`src/rtl/serial_add_ctrl.sv`:
```
// serial_add_ctrl: bit-serial adder that runs one full-adder cell over a WIDTH-bit add.
// The operands are fed LSB-first, one bit per clock. The carry is held in a flop
// between bits. The sum is assembled in a shift register, and a one-cycle done
// pulse marks when result/cout are valid.
// Optional build macro: SERIAL_ADD_CTRL_SUB_EN adds a 'sub' input for A - B
// (cout=1 means no borrow).
module serial_add_ctrl #(
    parameter int WIDTH = 8
) (
    input  logic             clk,
    input  logic             rst_n,
    input  logic             start,
    input  logic [WIDTH-1:0] op_a,
    input  logic [WIDTH-1:0] op_b,
    input  logic             cin,
`ifdef SERIAL_ADD_CTRL_SUB_EN
    input  logic             sub,
`endif
    output logic             busy,
    output logic             done,
    output logic [WIDTH-1:0] result,
    output logic             cout
);

    localparam int CNT_W = (WIDTH > 1) ? $clog2(WIDTH) : 1;
    localparam logic [CNT_W-1:0] LAST = CNT_W'(WIDTH - 1);

    localparam logic [1:0] S_IDLE = 2'd0;
    localparam logic [1:0] S_RUN  = 2'd1;
    localparam logic [1:0] S_DONE = 2'd2;

    logic [1:0]       state;
    logic [WIDTH-1:0] a_sh;
    logic [WIDTH-1:0] b_sh;
    logic             carry;
    logic [CNT_W-1:0] cnt;

    logic             fa_s;
    logic             fa_c;
    logic [WIDTH-1:0] res_next;
    logic [WIDTH-1:0] b_load;
    logic             c_load;

    // Single shared full-adder cell, returns {carry_out, sum}
    function automatic logic [1:0] full_add(input logic a, input logic b, input logic c);
        return {(a & b) | (a & c) | (b & c), a ^ b ^ c};
    endfunction

    // Cell evaluation and next result word (sum enters at the MSB, word shifts right)
    always_comb begin
        {fa_c, fa_s} = full_add(a_sh[0], b_sh[0], carry);
        res_next     = (result >> 1) | (WIDTH'(fa_s) << (WIDTH - 1));
    end

    // Operand B / carry-in selection at load time; subtract is A + ~B + 1
    always_comb begin
        b_load = op_b;
        c_load = cin;
`ifdef SERIAL_ADD_CTRL_SUB_EN
        if (sub) begin
            b_load = ~op_b;
            c_load = 1'b1;
        end
`endif
    end

    // Control FSM plus the operand/result shift registers
    always_ff @(posedge clk or negedge rst_n) begin
        if (!rst_n) begin
            state  <= S_IDLE;
            a_sh   <= '0;
            b_sh   <= '0;
            carry  <= 1'b0;
            cnt    <= '0;
            result <= '0;
            cout   <= 1'b0;
        end else begin
            case (state)
                S_IDLE: begin
                    if (start) begin
                        a_sh  <= op_a;
                        b_sh  <= b_load;
                        carry <= c_load;
                        cnt   <= '0;
                        state <= S_RUN;
                    end
                end
                S_RUN: begin
                    a_sh   <= a_sh >> 1;
                    b_sh   <= b_sh >> 1;
                    carry  <= fa_c;
                    result <= res_next;
                    if (cnt == LAST) begin
                        // Counter parks at WIDTH-1 rather than wrapping
                        cout  <= fa_c;
                        state <= S_DONE;
                    end else begin
                        cnt <= cnt + CNT_W'(1);
                    end
                end
                S_DONE: state <= S_IDLE;
                default: state <= S_IDLE;
            endcase
        end
    end

    assign busy = (state == S_RUN);
    assign done = (state == S_DONE);

endmodule

```
`config.mk`:
```
export PLATFORM = sky130hd
export DESIGN_NAME = serial_add_ctrl
export DESIGN_NICKNAME = d
export VERILOG_FILES = /design/src/rtl/serial_add_ctrl.sv
export SDC_FILE = /design/constraint.sdc
export NUM_CORES = 1
export LEC_CHECK = 0
export BUFFER_PORTS_ARGS = -buffer_cell sky130_fd_sc_hd__buf_2
export CORE_MARGIN = 2
export CORE_UTILIZATION = 48
export CTS_CLUSTER_SIZE = 10
export DETAILED_ROUTE_END_ITERATION = 6
export HOLD_SLACK_MARGIN = 0.02
export PLACE_DENSITY = 0.73
export SETUP_SLACK_MARGIN = 0.02
export SYNTH_ARGS = -nofsm -noshare
export SYNTH_HDL_FRONTEND = slang
export SYNTH_SLANG_ARGS = --single-unit
```
`constraint.sdc`:
```
create_clock -name clk -period 1.4 [get_ports clk]
set_input_delay 0.28 -clock clk [delete_from_list [all_inputs] [get_ports clk]]
set_output_delay 0.28 -clock clk [all_outputs]
set_load 0.02 [all_outputs]
```
* Yosys cells after proc, flatten, opt, wreduce, memory -nomap -nowiden
Cells that the tools add are included.
** Cells by class
- Reduce and logical (&&, ||, !) cells :: 6
- Multiplexer cells :: 12
- Bitwise logic cells :: 8
- Add/subtract/negate cells :: 1
- Equality and inequality tests :: 6
** Operators with widths (number)
- $pmux 8 s2 :: 2
- $mux 8 :: 2
- $or 7x8->8 :: 1
- $mux 3 :: 2
- $pmux 3 s2 :: 1
- $reduce_and 2->1 :: 3
- $mux 2 :: 2
- $ne 2x2->1 const B :: 2
- $pmux 2 s2 :: 1
- $add 3x1->3 const B :: 1
- $and 1x1->1 :: 3
- $eq 3x3->1 const B :: 1
- $reduce_and 3->1 :: 1
- $eq 2x1->1 const B :: 1
- $eq 2x2->1 const B :: 1
- $logic_not 2->1 :: 1
- $ne 2x1->1 const B :: 1
- $or 1x1->1 :: 2
- $pmux 1 s2 :: 1
- $reduce_bool 2->1 :: 1
- $xor 1x1->1 :: 2
- $mux 1 :: 1
** Storage, ports and cells
- Output and inout bits :: 11
- Bits in registers :: 31
- Input bits :: 20
- Word-level logic and storage cells :: 40

* Depth between registers and ports, before layout
- Word-level depth :: 4
- Depth in mapped cells :: 4
- Gate-level depth less buffers :: 4

* Worst setup path after synthesis
Ideal clock, no wire load.
- Kind :: flip-flop to flip-flop
- Start :: reg cnt[0]
- End :: reg cout
- Period minus slack after synthesis :: 1.353 ns
- Required time :: 1.275 ns
- Arrival time :: 1.228 ns
- Setup time :: 0.125 ns
- Path buffers :: 0
- Setup slack :: 0.047 ns
- Cell stages (with the launch flop) :: 5
- Path through :: dfrtp_1 -> ha_1 -> ha_1 -> nand3b_1 -> mux2_2
** Between the ends
- Longest elaborated chain between the ends :: 2
** RTL lines
- from (decl) :: line 36 : logic [CNT_W-1:0] cnt;
- from (signal assigned) :: line 98 : cnt <= cnt + CNT_W'(1);
- $eq 3x3->1 :: line 93 : if (cnt == LAST) begin
- $reduce_and 2->1 (no line)
- to (signal assigned) :: line 76 : cout <= 1'b0;
- to (signal assigned) :: line 95 : cout <= fa_c;
- to (decl) :: line 22 : output logic cout
Every way passes these cells.
A chain may end at the register's enable or synchronous reset.

* Worst setup path in the final report
- Start :: reg state[0]
- End :: reg carry
** Between the ends
- Longest elaborated chain between the ends :: 3
- Elaborated cells between the ends (all ways) :: 6
- Those cells by class :: 2 x eq/ne; 1 x mux; 3 x reduce/logical
** RTL lines
- from (decl) :: line 32 : logic [1:0] state;
- from (signal assigned) :: line 70 : state <= S_IDLE;
- from (signal assigned) :: line 85 : state <= S_RUN;
- from (signal assigned) :: line 96 : state <= S_DONE;
- $eq 2x1->1 / $logic_not 2->1 (equally long branches) :: line 78 : case (state)
- $reduce_bool 2->1 (no line) / $ne 2x2->1 (equally long branches)
- $reduce_and 2->1 (no line)
- to (signal assigned) :: line 83 : carry <= c_load;
- to (decl) :: line 35 : logic carry;
Several ways; a longest one is shown, not always the timed one.

==> impl_metrics.json <==
{
  "grt_pass1_wl_mm": 5.33,
  "syn_nets": 152,
  "layout-drive-gt1-share_pct": 47.6,
  "grt_max_degree": 32,
  "core.rowCount": 20,
  "hold_path.class": "in -> reg",
  "syn_to_final_growth_pct": 28.0,
  "synthTopCellsByArea": "dfrtp_1 (50%), mux2_2 (6.6%), o221a_2 (5.1%)",
  "firstDrtPassIters": 4,
  "report.final.setup_viol": 9,
  "vias_per_cell": 5.63,
  "cts_made_buffers": 5,
  "cp-start-kind": "flop",
  "grt_usage_pct": 20.3,
  "yosysTopAreaCell": "dfrtp_1",
  "fmax_mhz": 652,
  "rsz0062_at_grt": "true",
  "setup_tns_ps": -1040,
  "p_per_area_mw_per_mm2": 2120,
  "syn_area_sq_mm": 0.00154,
  "period_share_pct": 110,
  "insertion_delay_ps": 330,
  "ys_seq_area_share_pct": 50.2,
  "finClkSkew_ps": 7.54,
  "cp.required_ps": 1620,
  "setup_slack_ps": -133,
  "yosys_warnings": 0,
  "post_drt_wl_per_cell_um": 15.2,
  "clock_path_buffers": 2,
  "start_util_pct": 50.6,
  "gp_congestion": 0.776,
  "wirelength_mm": 3.26,
  "cts_sinks": 31,
  "violations": "negative setup slack",
  "port_buffers": 30,
  "vdd.ir_drop.worst_uv": 896,
  "overflow": 0,
  "grt_pass1_vias": 1182,
  "synthCells": 129,
  "arrival_ps": 1750,
  "period_needed_ps": 1530,
  "clockRootBuffer": "clkbuf_4",
  "ys_seq_elements": 31,
  "die-area_sq_mm": 0.00369,
  "crit_fanout": 13,
  "ant_nets": 0,
  "hold_violations": 0,
  "die_y_um": 60.7,
  "antenna_found_initial": 0,
  "slew_viol_final": 0,
  "vias": 1204,
  "status": "complete, but fails checks",
  "cap_violations": 0,
  "worst_slew_pin_slew_ps": 395,
  "io_pins": 31,
  "leakagePower_nw": 0.895,
  "fill_cells": 260,
  "end_kind": "flop",
  "cts_tree": "built",
  "die_width_um": 60.7,
  "relSlewSlack_pct": 73.6,
  "cts.clk_slew.worst_paths_ps": 90,
  "antenna_cells": 0,
  "synth_area_per_cell_sq_um": 12.0,
  "drtIter0Drc": 46,
  "drc": 0,
  "core_area_sq_mm": 0.00305,
  "total_power_mw": 4.19,
  "htree_num_levels": 2,
  "path_class": "reg -> reg",
  "synth_top_area_share_pct": 50.2,
  "nNetsFinal": 194,
  "place_hpwl_mm": 2.13,
  "synth_cell_type_count": 26
}
cells in the final DEF (no fill, tap or decap), types with 2 or more instances in the layout:
cell type,n
a211oi_1,7
buf_2,29
buf_4,11
buf_6,3
clkbuf_4,5
dfrtp_1,30
ha_2,2
inv_1,13
mux2_2,9
nand2_1,2
nand2b_1,3
nand3_1,3
nor3b_1,9
nor4b_1,6
nor4b_2,2
nor4bb_1,2
o221a_2,7
o221ai_2,2
or4b_1,6
logic make-up (layout without fill, tap and decap cells):
family / Yosys count / after routing / share of synthesized area [%]
AND/OR/NAND/NOR: 38 / 38 / 19.1
multiplexers: 9 / 9 / 6.56
adder cells (fa/ha/maj): 3 / 3 / 2.92
buffers and inverters: 25 / 66 / 7.70
flip-flops: 31 / 31 / 50.2
AO/OA/AOI/OAI: 23 / 23 / 13.5
synth_stat cells:
master	n
nor4bb_1	2
fa_1	1
o21ba_2	1
a211o_1	1
buf_2	8
o221a_2	7
buf_6	2
o221ai_1	3
nor2b_1	1
a21o_1	1
a211oi_1	8
or4b_1	7
o21bai_2	1
mux2_2	9
inv_1	13
ha_1	2
nand2b_1	4
nand3_1	3
or2_1	1
nand2_1	2
nand3b_1	1
a21oi_1	1
dfrtp_1	31
nor3b_1	9
nor4b_1	8
clkbuf_1	2
state kept, by name, indices dropped and copies added, names as in the netlist:
register	count
cout	1
b_sh	8
cnt	3
a_sh	8
carry	1
result	8
state	2
layout make-up:
cell class	count	area [sq um]	share of cell area, %
inverter	13	48.8	2.47
timing repair buffer	47	339	17.2
clock buffer	6	41.3	2.09
tap	44	55.1	2.79
multi-input combinational	73	714	36.2
sequential	31	777	39.3
where the power goes:
group | switching [mW] | internal, mW
Sequential | 0.275 | 1.32
Combinational | 0.986 | 1.15
Clock | 0.275 | 0.178
Total | 1.54 | 2.65
final timing paths:
kind,depth (start not counted),end,start,slack (ps)
min in group asynchronous,3,a_sh[3],rst_n,490
max,4,carry,state[0],-130
min,3,a_sh[5],op_a[5],300
max reg2reg,4,carry,state[0],-130
min reg2reg,1,b_sh[7],b_sh[7],490
max in group asynchronous,3,state[0],rst_n,610
timing repair:
item	CTS	global route
setup buffers	5	0
setup endpoints to repair	3	22
endpoints found under the hold margin	31	0
hold buffers	1	0
cloned	1	0
resized for setup	6	15
through the flow:
stage	utilization [%]	cell area, sq um	hold WS [ps]	cells	worst slack (ps)
4_1_cts	62.5	1910	295	214	-150
3_5_place_dp	57.9	1770	319	201	24.4
2_1_floorplan	-	1540	-15.6	129	47.0
3_3_place_gp	57.9	1770	312	201	79.0
5_1_grt	64.7	1980	297	214	-174
6_report	64.7	1980	304	214	-133
critical path, cell delays in order (launching register included):
cell and delay, ps:
dfrtp_2 450, buf_12 140, buf_4 180, or4b_1 510
o221a_2 140
per-layer routing:
layer | share of wire, % | GRT usage [%] | vias up | wire length, um
met2 | 51 | 34.3 | 32 | 1650
met4 | 2.0 | 6.52 | 0 | 65
met1 | 43 | 24.8 | 602 | 1390
li1 | - | - | 562 | -
met5 | 0 | 0 | - | 0
met3 | 4.7 | 6.40 | 8 | 152
(Power assumes the default switching activity.)
